==> config.mk <==
export PLATFORM = sky130hd
export DESIGN_NAME = muldiv_unit
export DESIGN_NICKNAME = d
export VERILOG_FILES = /design/src/rtl/muldiv_unit.sv
export SDC_FILE = /design/constraint.sdc
export NUM_CORES = 1
export LEC_CHECK = 0
export CAP_MARGIN = 25
export CORE_MARGIN = 2
export CORE_UTILIZATION = 23
export CTS_CLUSTER_SIZE = 30
export DETAILED_ROUTE_END_ITERATION = 16
export PLACE_DENSITY_LB_ADDON = 0.25
export SYNTH_ARGS = -nofsm -noshare
export SYNTH_HDL_FRONTEND = slang
export SYNTH_SLANG_ARGS = --single-unit
==> constraint.sdc <==
create_clock -name clk -period 13.4 [get_ports clk]
set_clock_uncertainty 0.15 [all_clocks]
set_input_delay 1.34 -clock clk [delete_from_list [all_inputs] [get_ports clk]]
set_output_delay 1.34 -clock clk [all_outputs]
set_load 0.01 [all_outputs]
==> src/rtl/muldiv_unit.sv <==
// rtl/muldiv_unit.sv - iterative 32-cycle multiply/divide unit with register-file writeback
// Radix-2 shift-add multiply and restoring divide on magnitudes, sign-corrected at the end.
module muldiv_unit #(
  parameter int XLEN = 32
) (
  input  logic            clk,
  input  logic            rst_n,
  input  logic            start,
  input  logic [2:0]      funct3,
  input  logic [XLEN-1:0] rs1_data,
  input  logic [XLEN-1:0] rs2_data,
  input  logic [4:0]      rd_addr,
  input  logic            flush,
  output logic            busy,
  output logic            done,
  output logic            wb_we,
  output logic [4:0]      wb_addr,
  output logic [XLEN-1:0] wb_data
);

  typedef enum logic [1:0] {S_IDLE, S_CALC, S_DONE} state_t;

  state_t            state_q, state_d;
  logic [5:0]        cnt_q;
  logic [2:0]        op_q;
  logic [4:0]        rd_q;
  logic              a_neg_q, b_neg_q, div0_q;
  logic [XLEN-1:0]   a_raw_q;
  logic [XLEN-1:0]   d_q;
  logic [XLEN-1:0]   acc_hi_q, acc_lo_q;

  logic              accept, last_step;
  logic              a_signed, b_signed, a_neg, b_neg;
  logic [XLEN-1:0]   a_mag, b_mag;
  logic [XLEN:0]     mul_sum;
  logic [XLEN:0]     div_shift;
  logic [XLEN+1:0]   div_diff;
  logic [XLEN-1:0]   hi_step, lo_step;
  logic [2*XLEN-1:0] prod, prod_s;
  logic [XLEN-1:0]   quo_s, rem_s, result;

  assign accept    = (state_q == S_IDLE) && start && !flush;
  assign last_step = (state_q == S_CALC) && (cnt_q == 6'(XLEN-1)) && !flush;

  always_comb begin
    state_d = state_q;
    case (state_q)
      S_IDLE:  if (start && !flush) state_d = S_CALC;
      S_CALC:  if (flush) state_d = S_IDLE;
               else if (cnt_q == 6'(XLEN-1)) state_d = S_DONE;
      S_DONE:  state_d = S_IDLE;
      default: state_d = S_IDLE;
    endcase
  end

  always_comb begin
    busy  = (state_q != S_IDLE);
    done  = (state_q == S_DONE) && !flush;
    wb_we = done && (rd_q != 5'd0);
  end

  // MUL treats both operands as unsigned; its low half is identical either way.
  always_comb begin
    a_signed = (funct3 == 3'b001) || (funct3 == 3'b010) || (funct3 == 3'b100) || (funct3 == 3'b110);
    b_signed = (funct3 == 3'b001) || (funct3 == 3'b100) || (funct3 == 3'b110);
    a_neg    = a_signed && rs1_data[XLEN-1];
    b_neg    = b_signed && rs2_data[XLEN-1];
    a_mag    = a_neg ? (~rs1_data + 1'b1) : rs1_data;
    b_mag    = b_neg ? (~rs2_data + 1'b1) : rs2_data;
  end

  // Multiply: acc_lo holds the multiplier, shifted out LSB-first while the product enters from the top.
  // Divide: {acc_hi, acc_lo} shifts left, acc_hi is the partial remainder, quotient bits fill acc_lo.
  always_comb begin
    mul_sum   = {1'b0, acc_hi_q} + (acc_lo_q[0] ? {1'b0, d_q} : {(XLEN+1){1'b0}});
    div_shift = {acc_hi_q, acc_lo_q[XLEN-1]};
    div_diff  = {1'b0, div_shift} - {2'b00, d_q};
    if (op_q[2]) begin
      hi_step = div_diff[XLEN+1] ? div_shift[XLEN-1:0] : div_diff[XLEN-1:0];
      lo_step = {acc_lo_q[XLEN-2:0], ~div_diff[XLEN+1]};
    end else begin
      hi_step = mul_sum[XLEN:1];
      lo_step = {mul_sum[0], acc_lo_q[XLEN-1:1]};
    end
  end

  always_comb begin
    prod   = {hi_step, lo_step};
    prod_s = (a_neg_q ^ b_neg_q) ? (~prod + 1'b1) : prod;
    quo_s  = (a_neg_q ^ b_neg_q) ? (~lo_step + 1'b1) : lo_step;
    rem_s  = a_neg_q ? (~hi_step + 1'b1) : hi_step;
    case (op_q)
      3'b000:         result = prod_s[XLEN-1:0];
      3'b100, 3'b101: result = div0_q ? {XLEN{1'b1}} : quo_s;
      3'b110, 3'b111: result = div0_q ? a_raw_q : rem_s;
      default:        result = prod_s[2*XLEN-1:XLEN];
    endcase
  end

  always_ff @(posedge clk or negedge rst_n) begin
    if (!rst_n) begin
      state_q  <= S_IDLE;
      cnt_q    <= 6'd0;
      op_q     <= 3'd0;
      rd_q     <= 5'd0;
      a_neg_q  <= 1'b0;
      b_neg_q  <= 1'b0;
      div0_q   <= 1'b0;
      a_raw_q  <= '0;
      d_q      <= '0;
      acc_hi_q <= '0;
      acc_lo_q <= '0;
      wb_addr  <= 5'd0;
      wb_data  <= '0;
    end else begin
      state_q <= state_d;
      if (accept) begin
        cnt_q    <= 6'd0;
        op_q     <= funct3;
        rd_q     <= rd_addr;
        a_neg_q  <= a_neg;
        b_neg_q  <= b_neg;
        div0_q   <= (rs2_data == '0);
        a_raw_q  <= rs1_data;
        d_q      <= funct3[2] ? b_mag : a_mag;
        acc_hi_q <= '0;
        acc_lo_q <= funct3[2] ? a_mag : b_mag;
      end else if (state_q == S_CALC && !flush) begin
        cnt_q    <= cnt_q + 6'd1;
        acc_hi_q <= hi_step;
        acc_lo_q <= lo_step;
      end
      if (last_step) begin
        wb_data <= result;
        wb_addr <= rd_q;
      end
    end
  end

endmodule
==> flow_summary_export.csv <==
group,metric,value,unit
status,status,"finished clean",
cts,cts-hold-fix-buffers,0,
detailed_routing,wire_per_inst,22.8,µm
cts,cts_made_buffers,17,
cts,cts_tree,"yes",
synthesis,avgSynthCellArea,7.61,µm²
die,rows,99,
synthesis,synthesis.area,17100,µm²
sta,min_period_over_period,0.479,
worst_setup_path,cp_max_fo,9,
die,initial_utilization,0.233,
worst_setup_path,cp-end-kind,"flop",
cells_and_area,multi_input_area,11700,µm²
worst_setup_path,critPathLaunchType,"flop",
power_and_ir_drop,fin_total_pwr,4.23,mW
cells_and_area,area_growth_syn_to_layout,15.7,%
detailed_routing,vias,17300,
cts,clkTransAtPathRegs,0.08,ns
cts,ctsResizeCount,0,
placed_design,dp_cells,3214,
global_route,grt_pass1_wl,110,mm
synthesis,synth_cells,2242,
worst_setup_path,crit_arrival,6.70,ns
detailed_routing,drt_iter0_markers,1554,
placed_design,hpwl,57.6,mm
cells_and_area,fin_cells,3247,
detailed_routing,wl,74.0,mm
sta,relSlewSlack,0.336,
sta,rsz0062_at_grt,"no",
cells_and_area,layout_commonest_cell,"nand2_1",
sta,slew_viol_final,0,
sta,finalCriticalPeriod,6.41,ns
worst_setup_path,crit_type,"reg -> reg",
die,io_pins,116,
synthesis,synth_nets,2389,
die,core_area,73200,µm²
global_route,grt_util_all_layers,0.191,
power_and_ir_drop,irDropWorstVdd,116,µV
detailed_routing,ant_nets,0,
cts,clockRootBuffer,"clkbuf_16",
synthesis,synth_cell_types,96,
flow_run,max_cap_violations,0,
worst_setup_path,crit_required,13.69,ns
hold_path,hp-class,"reg -> reg",
synthesis,synth_flop_cell,"dfrtp_1",
cts,cts_setup_buffers,0,
detailed_routing,drt-pass1-iter-count,5,
cts,cts.sinks,184,
cells_and_area,antennaDiodeCount,0,
cells_and_area,nNetsFinal,2422,
detailed_routing,avgViaCountPerCell,5.33,
cells_and_area,fin_util,0.269,
power_and_ir_drop,total_leakage_power,8.04,nW
sta,hold_viol,0,
synthesis,yosysWarnings,0,
sta,finalSetupViolCount,0,
sta,worst_pin_slew,0.994,ns
cells_and_area,drive_gt1_frac,0.0555,
cts,clk_path_buf_depth,2,
synthesis,synth_edf_count,0,
synthesis,synth_seq_cells,184,
die,die_h,276,µm
placed_design,port_buffers,115,
cells_and_area,fill_cells,7981,
detailed_routing,drc,0,
synthesis,async_flop_share,1.00,
global_route,antenna_found_initial,1,
sta,clock.fmax,156,MHz
power_and_ir_drop,power_density,215,nW/µm²
placed_design,place.gp.congestion,0.928,
cells_and_area,seqCellArea,4610,µm²
worst_setup_path,r2r_setup_slack,6.99,ns
cells_and_area,mostFrequentLayoutCells,"nand2_1 (372), o21ai_0 (204), a21oi_1 (191)",
global_route,grt_start_max_net_pins,80,
die,die_x,276,µm
global_route,first_global_vias,16500,
sta,fin_tns_setup,0,ns
cts,worstSkewPairLatency,0.51,ns
synthesis,yosysSeqAreaShare,0.270,
global_route,overflow,0,
cts,htree_levels,4,
die,die-area,76300,µm²
where the power goes:
| part | switching [mW] | leakage [nW] | internal (mW) |
|---|---|---|---|
| clock | 0.278 | 0.285 | 0.249 |
| combinational | 1.85 | 5.37 | 1.01 |
| sequential | 0.171 | 2.38 | 0.675 |
| total | 2.30 | 8.04 | 1.93 |
Yosys cell counts, drive strengths merged, types with 16 or more instances:
library cell	n	area share
mux2i	46	0.027
xnor2	111	0.057
nand3	17	0.0050
nand4	22	0.0081
o21ai	214	0.063
buf	33	0.010
inv	54	0.012
nor4	17	0.0070
or3	21	0.0080
o21a	18	0.0079
nand2	373	0.082
dfrtp	184	0.27
a31oi	29	0.011
nor2	179	0.040
nand2b	22	0.0081
a21o	38	0.017
xor2	82	0.042
and2	43	0.016
o211ai	52	0.023
a211oi	19	0.0087
ha	69	0.051
o31ai	34	0.016
clkbuf	101	0.022
a22o	16	0.0082
a21oi	195	0.059
nor3	44	0.014
stage by stage:
step	hold WS (ns)	setup WS, ns	instance area (µm²)
after detailed placement	0.308	7.15	19100
after CTS	0.329	7.15	19700
final	0.330	6.99	19700
after floorplan	0.287	8.20	17100
after global placement	0.311	7.33	19100
after global routing	0.353	6.50	19700
critical path: stages, from the launching register on:
cell	delay, ns
dfrtp_1	0.43
ha_1	0.45
a21oi_4	0.25
o21ai_1	0.11
a221oi_2	0.57
a2111oi_4	0.16
o31ai_2	0.53
ha_1	0.30
o221ai_1	0.17
nor4_1	0.26
o21ai_0	0.21
nor3_1	0.47
inv_1	0.22
nor3_2	0.46
nand3_1	0.22
nor4b_2	0.59
a31oi_1	0.19
xnor2_1	0.17
a221oi_1	0.33
a21o_1	0.11
flip-flops by register name, indices dropped and copies added (netlist names):
| register | count |
|---|---|
| acc_hi_q | 32 |
| d_q | 32 |
| acc_lo_q | 32 |
| cnt_q | 6 |
| op_q | 3 |
| wb_addr | 5 |
| div0_q | 1 |
| a_neg_q | 1 |
| wb_data | 32 |
| a_raw_q | 32 |
| b_neg_q | 1 |
| state_q | 2 |
| rd_q | 5 |
cell type report:
class,count,area share
Sequential cell,184,0.234
Inverter,56,0.0107
Tap cell,959,0.0608
Multi-Input combinational cell,1868,0.595
Clock inverter,15,0.00774
Timing Repair Buffer,148,0.0710
Clock buffer,17,0.0216
worst paths after layout:
| path | cells past startpoint | start | end |
|---|---|---|---|
| max in group asynchronous | 2 | rst_n | op_q[2] |
| min | 2 | a_raw_q[31] | a_raw_q[31] |
| max reg2reg | 19 | acc_hi_q[11] | wb_data[26] |
| min in group asynchronous | 1 | rst_n | d_q[15] |
| max | 19 | acc_hi_q[11] | wb_data[26] |
| min reg2reg | 2 | a_raw_q[31] | a_raw_q[31] |
per-layer routing:
metal	part of all wire	global-route usage	up-vias
met5	0	0	-
met3	0.055	0.0314	84
met1	0.47	0.263	8453
met4	0.022	0.0542	0
li1	-	-	8177
met2	0.46	0.307	582
cell families after synthesis:
family	count (synthesis)	synth area share
buffers and inverters	190	0.0448
DFF	184	0.270
muxes	51	0.0303
xor gates and xnor gates	193	0.0991
adders and majority gates	71	0.0530
AOI/OAI and AO/OA	757	0.288
and+or+nand+nor	796	0.215
Note: power is estimated with default switching activity, not from simulation.
